[src/rtl/alu_issue_ctrl_if.sv]
// Bundle between the ALU issue controller and its environment: instruction
// handshake, register-file read/write ports, ALU drive/capture and status.
interface alu_issue_ctrl_if #(
  parameter int DW = 16,
  parameter int AW = 3
);
  logic          instr_valid;
  logic [15:0]   instr;
  logic          instr_ready;
  logic [AW-1:0] rf_ra_addr;
  logic [AW-1:0] rf_rb_addr;
  logic [DW-1:0] rf_ra_data;
  logic [DW-1:0] rf_rb_data;
  logic [DW-1:0] alu_a;
  logic [DW-1:0] alu_b;
  logic [1:0]    alu_op;
  logic [DW-1:0] alu_out;
  logic          alu_carry;
  logic          alu_zf;
  logic          rf_we;
  logic [AW-1:0] rf_wa;
  logic [DW-1:0] rf_wd;
  logic          carry_flag;
  logic          zero_flag;
  logic          done;
  logic          skipped;
  logic          illegal;

  // Controller side
  modport master (
    input  instr_valid, instr, rf_ra_data, rf_rb_data, alu_out, alu_carry, alu_zf,
    output instr_ready, rf_ra_addr, rf_rb_addr, alu_a, alu_b, alu_op,
           rf_we, rf_wa, rf_wd, carry_flag, zero_flag, done, skipped, illegal
  );

  // Environment side: instruction source, register file and ALU
  modport slave (
    output instr_valid, instr, rf_ra_data, rf_rb_data, alu_out, alu_carry, alu_zf,
    input  instr_ready, rf_ra_addr, rf_rb_addr, alu_a, alu_b, alu_op,
           rf_we, rf_wa, rf_wd, carry_flag, zero_flag, done, skipped, illegal
  );
endinterface

[src/rtl/alu_issue_ctrl.sv]
// Multicycle issue controller for ADD/ADI/NDU: reads operands, drives the
// ALU, writes back and keeps the architectural C and Z flags.
// Fixed latency: accept -> OPS -> EXEC -> WB (done three cycles after accept).
module alu_issue_ctrl #(
  parameter int DW = 16,
  parameter int AW = 3
) (
  input  logic              clk,
  input  logic              rst_n,
  alu_issue_ctrl_if.master  bus
);

  typedef enum logic [1:0] {IDLE, OPS, EXEC, WB} state_t;

  localparam logic [3:0] OPC_ADD = 4'b0000;
  localparam logic [3:0] OPC_ADI = 4'b0001;
  localparam logic [3:0] OPC_NDU = 4'b0010;

  state_t        state_q, state_d;
  logic [3:0]    opc_q;
  logic [5:0]    imm_q;         // low instruction bits; CZ lives in [1:0]
  logic [AW-1:0] ra_q, rb_q, wa_q;
  logic [DW-1:0] a_q, b_q, res_q;
  logic          carry_q, zf_q;
  logic          exec_q, skip_q, illegal_q;
  logic          carry_flag_q, zero_flag_q;

  logic          accept;
  logic          is_adi, is_ndu, legal, cond_ok;
  logic [1:0]    cz;
  logic [DW-1:0] imm_sext;

  assign accept   = (state_q == IDLE) && bus.instr_valid;
  assign cz       = imm_q[1:0];
  assign is_adi   = (opc_q == OPC_ADI);
  assign is_ndu   = (opc_q == OPC_NDU);
  assign imm_sext = {{(DW-6){imm_q[5]}}, imm_q};

  // Legality: ADI ignores CZ; ADD/NDU reject CZ=11; any other opcode is illegal
  assign legal   = is_adi || (((opc_q == OPC_ADD) || is_ndu) && (cz != 2'b11));
  assign cond_ok = is_adi || (cz == 2'b00) ||
                   ((cz == 2'b10) && carry_flag_q) ||
                   ((cz == 2'b01) && zero_flag_q);

  // State register
  always_ff @(posedge clk or negedge rst_n) begin
    // NOTE: clocked state always uses non-blocking assignments so every
    // register samples pre-edge values regardless of statement order.
    if (!rst_n) state_q <= IDLE;
    else        state_q <= state_d;
  end

  // Next state and per-state strobes
  always_comb begin
    // NOTE: every output gets a default before the case so no path leaves
    // a variable unassigned, which would otherwise infer a latch.
    state_d         = state_q;
    bus.instr_ready = 1'b0;
    bus.alu_op      = 2'b00;
    bus.done        = 1'b0;
    bus.rf_we       = 1'b0;
    bus.skipped     = 1'b0;
    bus.illegal     = 1'b0;
    case (state_q)
      IDLE: begin
        bus.instr_ready = 1'b1;
        if (bus.instr_valid) state_d = OPS;
      end
      OPS:  state_d = EXEC;
      EXEC: begin
        bus.alu_op = is_ndu ? 2'b10 : 2'b00;
        state_d    = WB;
      end
      WB: begin
        bus.done    = 1'b1;
        bus.rf_we   = exec_q;
        bus.skipped = skip_q;
        bus.illegal = illegal_q;
        state_d     = IDLE;
      end
      default: state_d = IDLE;
    endcase
  end

  // Instruction latch, operand fetch, decode result and ALU capture
  always_ff @(posedge clk or negedge rst_n) begin
    if (!rst_n) begin
      opc_q     <= '0;
      imm_q     <= '0;
      ra_q      <= '0;
      rb_q      <= '0;
      wa_q      <= '0;
      a_q       <= '0;
      b_q       <= '0;
      res_q     <= '0;
      carry_q   <= 1'b0;
      zf_q      <= 1'b0;
      exec_q    <= 1'b0;
      skip_q    <= 1'b0;
      illegal_q <= 1'b0;
    end else begin
      if (accept) begin
        opc_q <= bus.instr[15:12];
        imm_q <= bus.instr[5:0];
        ra_q  <= bus.instr[11:9];
        rb_q  <= bus.instr[8:6];
        wa_q  <= (bus.instr[15:12] == OPC_ADI) ? bus.instr[8:6] : bus.instr[5:3];
      end
      if (state_q == OPS) begin
        a_q       <= bus.rf_ra_data;
        b_q       <= is_adi ? imm_sext : bus.rf_rb_data;
        exec_q    <= legal && cond_ok;
        skip_q    <= legal && !cond_ok;
        illegal_q <= !legal;
      end
      if (state_q == EXEC) begin
        res_q   <= bus.alu_out;
        carry_q <= bus.alu_carry;
        zf_q    <= bus.alu_zf;
      end
    end
  end

  // Architectural flags retire only at the end of WB of an executed instruction
  always_ff @(posedge clk or negedge rst_n) begin
    if (!rst_n) begin
      carry_flag_q <= 1'b0;
      zero_flag_q  <= 1'b0;
    end else if ((state_q == WB) && exec_q) begin
      zero_flag_q <= zf_q;
      if (!is_ndu) carry_flag_q <= carry_q;
    end
  end

  assign bus.rf_ra_addr = ra_q;
  assign bus.rf_rb_addr = rb_q;
  assign bus.alu_a      = a_q;
  assign bus.alu_b      = b_q;
  assign bus.rf_wa      = wa_q;
  assign bus.rf_wd      = res_q;
  assign bus.carry_flag = carry_flag_q;
  assign bus.zero_flag  = zero_flag_q;

endmodule

[src/flat_wrapper.sv]
// flat-port wrapper written by rule: the top's interface ports become plain ports
module alu_issue_ctrl_flat 
#(
  parameter int DW = 16,
  parameter int AW = 3
)
  (clk, rst_n, bus_instr_valid, bus_instr, bus_rf_ra_data, bus_rf_rb_data, bus_alu_out, bus_alu_carry, bus_alu_zf, bus_instr_ready, bus_rf_ra_addr, bus_rf_rb_addr, bus_alu_a, bus_alu_b, bus_alu_op, bus_rf_we, bus_rf_wa, bus_rf_wd, bus_carry_flag, bus_zero_flag, bus_done, bus_skipped, bus_illegal);
  alu_issue_ctrl_if #(.DW(DW), .AW(AW)) bus_i ();
  input  logic clk;
  input  logic rst_n;
  input wire logic [$bits(bus_i.instr_valid)-1:0] bus_instr_valid;
  input wire logic [$bits(bus_i.instr)-1:0] bus_instr;
  input wire logic [$bits(bus_i.rf_ra_data)-1:0] bus_rf_ra_data;
  input wire logic [$bits(bus_i.rf_rb_data)-1:0] bus_rf_rb_data;
  input wire logic [$bits(bus_i.alu_out)-1:0] bus_alu_out;
  input wire logic [$bits(bus_i.alu_carry)-1:0] bus_alu_carry;
  input wire logic [$bits(bus_i.alu_zf)-1:0] bus_alu_zf;
  output wire logic [$bits(bus_i.instr_ready)-1:0] bus_instr_ready;
  output wire logic [$bits(bus_i.rf_ra_addr)-1:0] bus_rf_ra_addr;
  output wire logic [$bits(bus_i.rf_rb_addr)-1:0] bus_rf_rb_addr;
  output wire logic [$bits(bus_i.alu_a)-1:0] bus_alu_a;
  output wire logic [$bits(bus_i.alu_b)-1:0] bus_alu_b;
  output wire logic [$bits(bus_i.alu_op)-1:0] bus_alu_op;
  output wire logic [$bits(bus_i.rf_we)-1:0] bus_rf_we;
  output wire logic [$bits(bus_i.rf_wa)-1:0] bus_rf_wa;
  output wire logic [$bits(bus_i.rf_wd)-1:0] bus_rf_wd;
  output wire logic [$bits(bus_i.carry_flag)-1:0] bus_carry_flag;
  output wire logic [$bits(bus_i.zero_flag)-1:0] bus_zero_flag;
  output wire logic [$bits(bus_i.done)-1:0] bus_done;
  output wire logic [$bits(bus_i.skipped)-1:0] bus_skipped;
  output wire logic [$bits(bus_i.illegal)-1:0] bus_illegal;
  assign bus_i.instr_valid = bus_instr_valid;
  assign bus_i.instr = bus_instr;
  assign bus_i.rf_ra_data = bus_rf_ra_data;
  assign bus_i.rf_rb_data = bus_rf_rb_data;
  assign bus_i.alu_out = bus_alu_out;
  assign bus_i.alu_carry = bus_alu_carry;
  assign bus_i.alu_zf = bus_alu_zf;
  assign bus_instr_ready = bus_i.instr_ready;
  assign bus_rf_ra_addr = bus_i.rf_ra_addr;
  assign bus_rf_rb_addr = bus_i.rf_rb_addr;
  assign bus_alu_a = bus_i.alu_a;
  assign bus_alu_b = bus_i.alu_b;
  assign bus_alu_op = bus_i.alu_op;
  assign bus_rf_we = bus_i.rf_we;
  assign bus_rf_wa = bus_i.rf_wa;
  assign bus_rf_wd = bus_i.rf_wd;
  assign bus_carry_flag = bus_i.carry_flag;
  assign bus_zero_flag = bus_i.zero_flag;
  assign bus_done = bus_i.done;
  assign bus_skipped = bus_i.skipped;
  assign bus_illegal = bus_i.illegal;
  alu_issue_ctrl #(.DW(DW), .AW(AW)) u_core (.clk(clk), .rst_n(rst_n), .bus(bus_i));
endmodule
[config.mk]
export PLATFORM = sky130hd
export DESIGN_NAME = alu_issue_ctrl_flat
export DESIGN_NICKNAME = d
export VERILOG_FILES = /design/src/rtl/alu_issue_ctrl_if.sv /design/src/rtl/alu_issue_ctrl.sv /design/src/flat_wrapper.sv
export SDC_FILE = /design/constraint.sdc
export NUM_CORES = 1
export LEC_CHECK = 0
export ABC_AREA = 1
export BUFFER_PORTS_ARGS = -buffer_cell sky130_fd_sc_hd__buf_2
export CORE_UTILIZATION = 53
export CTS_BUF_LIST = sky130_fd_sc_hd__clkbuf_4
export DETAILED_ROUTE_END_ITERATION = 10
export GPL_TIMING_DRIVEN = 0
export HOLD_SLACK_MARGIN = 0.12
export PLACE_DENSITY = 0.87
export SLEW_MARGIN = 30
export SYNTH_ARGS = -nofsm -noshare
export SYNTH_HDL_FRONTEND = slang
export SYNTH_SLANG_ARGS = --single-unit
[constraint.sdc]
create_clock -name clk -period 2.6 [get_ports clk]
set_input_delay 0 -clock clk [delete_from_list [all_inputs] [get_ports clk]]
set_output_delay 0 -clock clk [all_outputs]
set_load 0.02 [all_outputs]
## Yosys cells after proc, flatten, opt, wreduce, memory -nomap -nowiden

Index checks and enable logic that the tools add are counted.
Widths: inputs -> output; s select.

- Input port bits: 69
- Output and inout port bits: 66
- Word-level logic and storage cells: 56
- Bits in registers: 76

- Mux-type cells: 11
- Reductions and logical operators: 18
- Equal/unequal tests: 10
- Bitwise gates (word level): 1

Operator list:

| kind | number |
|---|---|
| $mux 16 | 1 |
| $eq 4x1->1 const B | 2 |
| $pmux 2 s4 | 1 |
| $logic_and 1x1->1 | 7 |
| $eq 2x2->1 const B | 3 |
| $mux 2 | 3 |
| $logic_or 1x1->1 | 5 |
| $mux 1 | 5 |
| $eq 2x1->1 const B | 2 |
| $eq 4x2->1 const B | 1 |
| $logic_not 2->1 | 2 |
| $logic_not 4->1 | 1 |
| $ne 2x2->1 const B | 2 |
| $mux 3 | 1 |
| $logic_not 1->1 | 2 |
| $reduce_and 2->1 | 1 |
| $not 1->1 | 1 |

## Logic depth before layout (Yosys ltp)

Gate-level depths: netlist of run 1.

- Depth after elaboration: 6
- Gate-level depth with buffers: 9

## Worst setup path after synthesis of run 1

OpenSTA, ideal clock, no wires.

- Path kind: reg-to-reg
- Start point: register u_core.state_q[0]
- End point: register u_core.imm_q[0]
- Data arrival time: 1.286 ns
- Data required time: 2.474 ns
- Period minus slack after synthesis: 1.412 ns
- Slack: 1.188 ns
- Cell stages (with the launch flop): 7
- Path buffers: 1
- Setup time: 0.126 ns
- Cells stage by stage: dfrtp_1 inv_1 ha_1 nand2_1 inv_2 buf_2 o21ai_0

- Cells in the longest elaborated chain, start to end: 2

RTL lines:

| element | RTL line | text |
|---|---|---|
| start, declared | alu_issue_ctrl.sv:19 | `state_t state_q, state_d;` |
| start signal, assigned | alu_issue_ctrl.sv:50 | `else state_q <= state_d;` |
| $logic_not 2->1 | alu_issue_ctrl.sv:33 | `assign accept = (state_q == IDLE) && bus.instr_valid;` |
| $logic_and 1x1->1 | alu_issue_ctrl.sv:33 |  |
| end signal, assigned | alu_issue_ctrl.sv:104 | `imm_q <= bus.instr[5:0];` |
| end, declared | alu_issue_ctrl.sv:21 | `logic [5:0] imm_q;` |

Every way passes these cells.
A chain may end at the register's enable or synchronous reset.

## Worst setup path after layout of run 1

- Start point: register u_core.state_q[0]
- End point: register u_core.opc_q[3]

- Cells in the longest elaborated chain, start to end: 2

RTL lines:

| element | RTL line | text |
|---|---|---|
| $logic_not 2->1 | alu_issue_ctrl.sv:33 |  |
| $logic_and 1x1->1 | alu_issue_ctrl.sv:33 |  |
| end signal, assigned | alu_issue_ctrl.sv:103 | `opc_q <= bus.instr[15:12];` |
| end, declared | alu_issue_ctrl.sv:20 | `logic [3:0] opc_q;` |

Every way passes these cells.

==> impl_metrics.yaml, run 1 <==
placed_design:
  io_buffers: 133
  gp_congestion: 0.7740
  dp.cells: 609
  detailedPlace.worstSlack_ns: 1.026
  place_hpwl_mm: 5.645
power:
  p_sw_mw: 2.693
  power_frac_comb_pct: 49.7
  ir_drop_mv: 0.7713
  internal_power_mw: 3.114
  swShare_pct: 46.37
  p_seq_share_pct: 36.2
  p_leak_nw: 2.874
  clock_power_share_pct: 14.1
  p_per_area_mw_per_mm2: 1157
synthesis:
  synth-edff-count: 0
  synthCells: 400
  ys_top_cells_by_area: "dfrtp_1 58%, nand2_1 26%, inv_1 2.7%"
  yosysSeqAreaShare_pct: 57.88
  ys_seq_elements: 76
  yosysWarnings: 0
  synth.top_cell.area_share_pct: 57.88
  synth_cell_types: 22
  ys.flop_type: "dfrtp_1"
  yosysTopAreaCell: "dfrtp_1"
  synth_nets: 474
  async_flop_share_pct: 100.0
  syn_avg_cell_area_sq_um: 8.214
  syn_area_sq_mm: 0.003286
grt:
  grt_overflow_total: 0
  grt_pass1_wl_mm: 16.84
  antenna_found_initial: 0
  grt.total_usage_pct: 34.94
  grt_max_degree: 42
  grt_pass1_vias: 3547
die:
  ios: 135
  die_h_um: 80.74
  core_sq_mm: 0.005956
  std_cell_rows: 28
  initial_core_util_pct: 55.17
  fp.dieW_um: 80.74
  dieArea_sq_mm: 0.006518
cts:
  clk_latency_ns: 0.43
  cts_buffer_depth: 2
  cts_sinks: 76
  tritoncts: "done"
  hold_buffers: 78
  htreeDepth: 3
  cts_root_buf: "clkbuf_4"
  clkSlewWorstSetupHoldPaths_ns: 0.13
  post-cts-setup-buffers: 0
  cts_made_buffers: 9
  cts_resized: 0
hold_path:
  min_path_type: "in2reg"
timing:
  setup_violations: 0
  finalCritPeriodShare_pct: 90.85
  tns_ns: 0
  fmax_ghz: 0.4234
  drv_slew: 0
  min_period_ns: 2.362
  finalClockSkew_ns: 0.01808
  finalWorstSetupSlack_ns: 0.2379
  hold_viol: 0
  fin_hold_ws_ns: 0.3001
  rsz0062_at_grt: "no"
critical_path:
  required_ns: 2.98
  crit_path_end_kind: "register"
  crit_start: "u_core.state_q[0]$_DFFE_PN0P_"
  start_kind: "register"
  critPathKind: "reg2reg"
  rr_endpoint: "u_core.opc_q[3]$_DFFE_PN0P_"
  worstPathArrival_ns: 2.74
  cp-endpoint: "u_core.opc_q[3]$_DFFE_PN0P_"
  reg2reg_depth: 8
  path_max_fanout: 9
  r2r-start: "u_core.state_q[0]$_DFFE_PN0P_"
  regToRegSetupSlack_ns: 0.24
routing:
  drt-initial-drc-count: 273
  wl_mm: 10.58
  dr.pass1.iters: 4
  viasPerCell: 4.996
  wl_per_cell_um: 15.05
  drtAntennaViolNets: 0
  vias: 3512
  drc_errors: 0
final_layout:
  mostFrequentLayoutCell: "nand2_1"
  antenna_cells: 0
  final_cell_mix: "226 x nand2_1, 137 x buf_2, 77 x dlygate4sd3_1, 76 x dfrtp_1, 24 x inv_1"
  area_growth_pct: 52.70
  num-nets-final: 697
  fin_util_pct: 84.24
  final_cell_count_no_fill: 703
  drive_above_1_share_pct: 26.75
job:
  maxCapViolations: 0
run_status:
  status: "finished, final reports clean"
-- cell usage after synthesis, types with 2 or more instances --
library cell	instances
buf_2	5
buf_6	4
clkbuf_1	6
dfrtp_1	76
ha_1	5
inv_1	24
inv_2	3
nand2_1	226
nand3_1	14
nand4_1	3
nor2_1	6
nor2_4	2
o21ai_0	16
o21ai_1	2
-- layer usage --
layer	GRT usage, %	up-vias	part of all wire, %
met5	0	-	0
met1	37.96	1662	37
met3	9.213	32	6.7
li1	-	1659	-
met2	63.31	159	54
met4	16.25	0	2.8
-- layout make-up --
type | count | area [sq um]
Inverter | 28 | 105.1
Multi-Input combinational cell | 280 | 1179
Tap cell | 75 | 93.84
Timing Repair Buffer | 212 | 1479
Sequential cell | 76 | 1902
Fill cell | 342 | 938.4
Buffer | 16 | 100.1
Clock buffer | 9 | 67.56
Clock inverter | 7 | 91.34
-- critical path: stages, from the launching register on --
cell and delay, ns:
dfrtp_1 0.42, inv_1 0.14, ha_1 0.21, nand2_1 0.12, inv_2 0.15, nand2_1 0.07
dlygate4sd3_1 0.55, o21ai_0 0.08, dlygate4sd3_1 0.56
-- power groups by stage --
| stage | registers, mW | clock network, mW | logic, mW |
|---|---|---|---|
| after floorplan | 2.62 | 0 | 1.21 |
| after global placement | 2.06 | 0 | 2.54 |
| after detailed placement | 2.09 | 0 | 2.65 |
| after CTS | 2.07 | 0.813 | 2.78 |
| after global routing | 2.16 | 0.865 | 3.17 |
| final | 2.10 | 0.819 | 2.89 |
-- registers in the layout, summed over array words and instances, names as in the netlist --
register	cells
u_core.bus.alu_a	16
u_core.bus.alu_b	16
u_core.bus.carry_flag	1
u_core.bus.rf_ra_addr	3
u_core.bus.rf_rb_addr	3
u_core.bus.rf_wa	3
u_core.bus.rf_wd	16
u_core.bus.zero_flag	1
u_core.carry_q	1
u_core.exec_q	1
u_core.illegal_q	1
u_core.imm_q	6
u_core.opc_q	4
u_core.skip_q	1
u_core.state_q	2
u_core.zf_q	1
-- how the worst min path moves through the flow --
stage / slack, ns / cells after the start / start / to
floorplan: -0.30 / 0 / rst_n / u_core.bus.alu_a[0]$_DFFE_PN0N_
global placement: 0.19 / 3 / bus_instr[10] / u_core.bus.rf_ra_addr[1]$_DFFE_PN0P_
CTS: 0.28 / 4 / bus_instr[9] / u_core.bus.rf_ra_addr[0]$_DFFE_PN0P_
finish: 0.30 / 4 / bus_rf_ra_data[10] / u_core.bus.alu_a[10]$_DFFE_PN0N_
global route: 0.30 / 4 / bus_alu_out[12] / u_core.bus.rf_wd[12]$_DFFE_PN0P_
detailed placement: 0.02 / 1 / rst_n / u_core.bus.alu_a[5]$_DFFE_PN0N_
-- cell families after synthesis --
family	after synthesis	synth area share, %
AOI/OAI and AO/OA	20	3.123
adders and majority gates	5	1.904
buffers and inverters	44	6.245
DFF	76	57.88
other	1	0.1141
and+or+nand+nor	254	30.73
-- stage by stage --
stage | instance area, sq um | power, mW
floorplan | 3286 | 3.828
global placement | 4045 | 4.600
detailed placement | 4068 | 4.737
CTS | 5017 | 5.664
global route | 5017 | 6.198
finish | 5017 | 5.807
(Power assumes the default switching activity.)
==> inputs of run 2 (changes only) <==
--- a/config.mk
+++ b/config.mk
@@ -7,12 +7,11 @@
 export LEC_CHECK = 0
 export ABC_AREA = 1
 export BUFFER_PORTS_ARGS = -buffer_cell sky130_fd_sc_hd__buf_2
-export CORE_UTILIZATION = 53
-export CTS_BUF_LIST = sky130_fd_sc_hd__clkbuf_4
+export CORE_UTILIZATION = 52
 export DETAILED_ROUTE_END_ITERATION = 10
-export GPL_TIMING_DRIVEN = 0
+export GPL_TIMING_DRIVEN = 1
 export HOLD_SLACK_MARGIN = 0.12
-export PLACE_DENSITY = 0.87
+export PLACE_DENSITY = 0.85
 export SLEW_MARGIN = 30
 export SYNTH_ARGS = -nofsm -noshare
 export SYNTH_HDL_FRONTEND = slang
==> run 2 against run 1 <==
Critical path depth decreased by 1. Count of clock-buffer cells in the layout is 1 higher. Wire length down 14%. Global-route usage down 6.6 points. Clock power grew 32%. First-iteration DRC count shrank 22%. Register-to-register slack about the same. Fmax barely moved. Non-clock buffer count is 24 lower. Die area is 1.9% higher. Largest power group unchanged.
==> impl_metrics.yaml, run 2 (synthesized netlist as in run 1, its figures left out) <==
run_status:
  status: "finished, final reports clean"
critical_path:
  required_ns: 2.87
  worstPathArrival_ns: 2.63
  crit_slowest_cell: "dlygate4sd3_1"
  reg2reg_depth: 7
  cpLargestDelayFamily: "buffers and inverters"
  critPathKind: "reg2reg"
  cp.buffers_inverters: 3
  crit_path_end_kind: "register"
  start_kind: "register"
  path_common_cell: "nand2_1"
  path_max_fanout: 21
  path_depth: 7
  max_stage_delay_ns: 0.58
  worstPathCellList: "inv_1 -> ha_1 -> nand2_1 -> inv_2 -> nand3_1 -> dlygate4sd3_1 -> nand2_1"
cts:
  clkSlewWorstSetupHoldPaths_ns: 0.08
  cts_resized: 0
  tritoncts: "done"
  cts_sinks: 76
  htreeDepth: 3
  cts_buffer_depth: 2
  cts_root_buf: "clkbuf_8"
  cts_made_buffers: 9
  clk_latency_ns: 0.34
grt:
  grt.total_usage_pct: 28.36
  busiest_layer: "met2"
  grt_overflow_total: 0
  met3_usage_pct: 4.222
  grt_pass1_vias: 3148
  grt_pass1_wl_mm: 13.92
  grt_max_degree: 77
  use_met1_pct: 32.25
  met2_usage_pct: 52.08
  antenna_found_initial: 0
power:
  total_power_mw: 5.830
  ir_drop_mv: 0.8234
  p_leak_nw: 2.835
  p_per_area_mw_per_mm2: 1188
routing:
  drc_errors: 0
  wl_per_cell_um: 13.36
  drtAntennaViolNets: 0
  drt-initial-drc-count: 214
  wl_mm: 9.069
  dr.pass1.iters: 4
  vias: 3287
  viasPerCell: 4.841
timing:
  finalCritPeriodShare_pct: 90.88
  setup_violations: 0
  finalWorstSetupSlack_ns: 0.2372
  min_period_ns: 2.363
  finalClockSkew_ns: 0.009518
  fin_hold_ws_ns: 0.2496
  hold_viol: 0
  rsz0062_at_grt: "no"
  drv_slew: 0
  fmax_ghz: 0.4232
  worstMarginPinSlew_ns: 0.6708
  maxSlewHeadroom_pct: 55.28
  tns_ns: 0
placed_design:
  detailedPlace.worstSlack_ns: 0.8224
  place_hpwl_mm: 5.082
  placed_area_sq_mm: 0.003963
  dp.cells: 594
  gp_congestion: 0.8190
  io_buffers: 133
die:
  initial_core_util_pct: 54.85
  std_cell_rows: 28
  die_h_um: 81.49
  fp.dieW_um: 81.49
  core_sq_mm: 0.005991
  dieArea_sq_mm: 0.006641
  ios: 135
final_layout:
  num-nets-final: 673
  design_area_sq_mm: 0.004906
  mostFrequentLayoutCell: "nand2_1"
  final_cell_count_no_fill: 679
  final_cell_mix: "226 x nand2_1, 132 x buf_2, 76 x dfrtp_1, 69 x dlygate4sd3_1, 24 x inv_1"
  antenna_cells: 0
  area_growth_pct: 49.31
  drive_above_1_share_pct: 26.32
  fin_util_pct: 81.89
job:
  maxCapViolations: 0
hold_path:
  min_path_type: "in2async"
-- run 2: where the power goes --
| group | switching [mW] | internal (mW) |
|---|---|---|
| combinational | 1.79 | 0.865 |
| sequential | 0.331 | 1.76 |
| clock | 0.420 | 0.664 |
-- run 2: what timing repair did --
| action | CTS | global route |
|---|---|---|
| hold endpoints to repair | 147 | 0 |
| hold buffers | 69 | 0 |
| buffers inserted | 0 | 0 |
-- run 2: cell type report --
type / count / area (sq um)
Timing Repair Buffer: 204 / 1378
Clock buffer: 10 / 137.6
Multi-Input combinational cell: 280 / 1179
Sequential cell: 76 / 1902
Inverter: 28 / 105.1
Clock inverter: 6 / 111.4
Tap cell: 75 / 93.84
Fill cell: 351 / 1085
-- run 2: final timing paths --
kind                                                  from                               end  slack (ns)
setup / recovery             u_core.state_q[1]$_DFFE_PN0P_   u_core.bus.rf_wa[2]$_DFFE_PN0P_        0.24
hold / removal                                       rst_n  u_core.bus.rf_wd[10]$_DFFE_PN0P_        0.25
setup reg to reg             u_core.state_q[1]$_DFFE_PN0P_   u_core.bus.rf_wa[2]$_DFFE_PN0P_        0.24
hold reg to reg            u_core.bus.alu_a[4]$_DFFE_PN0N_   u_core.bus.alu_a[4]$_DFFE_PN0N_        0.47
max in group asynchronous                            rst_n   u_core.bus.alu_b[1]$_DFFE_PN0N_        1.88
min in group clk                            bus_alu_out[8]   u_core.bus.rf_wd[8]$_DFFE_PN0P_        0.40
-- run 2: worst reg2reg max path: stages (launching register included) --
cell	delay (ns)
dfrtp_1	0.41
inv_1	0.15
ha_1	0.22
nand2_1	0.38
inv_2	0.39
nand3_1	0.13
dlygate4sd3_1	0.58
nand2_1	0.06
-- run 2: per-layer routing --
metal | vias to the layer above | share of wire (%)
met2 | 112 | 54
met3 | 16 | 3.8
met4 | 0 | 2.2
met5 | - | 0
li1 | 1612 | -
met1 | 1547 | 40
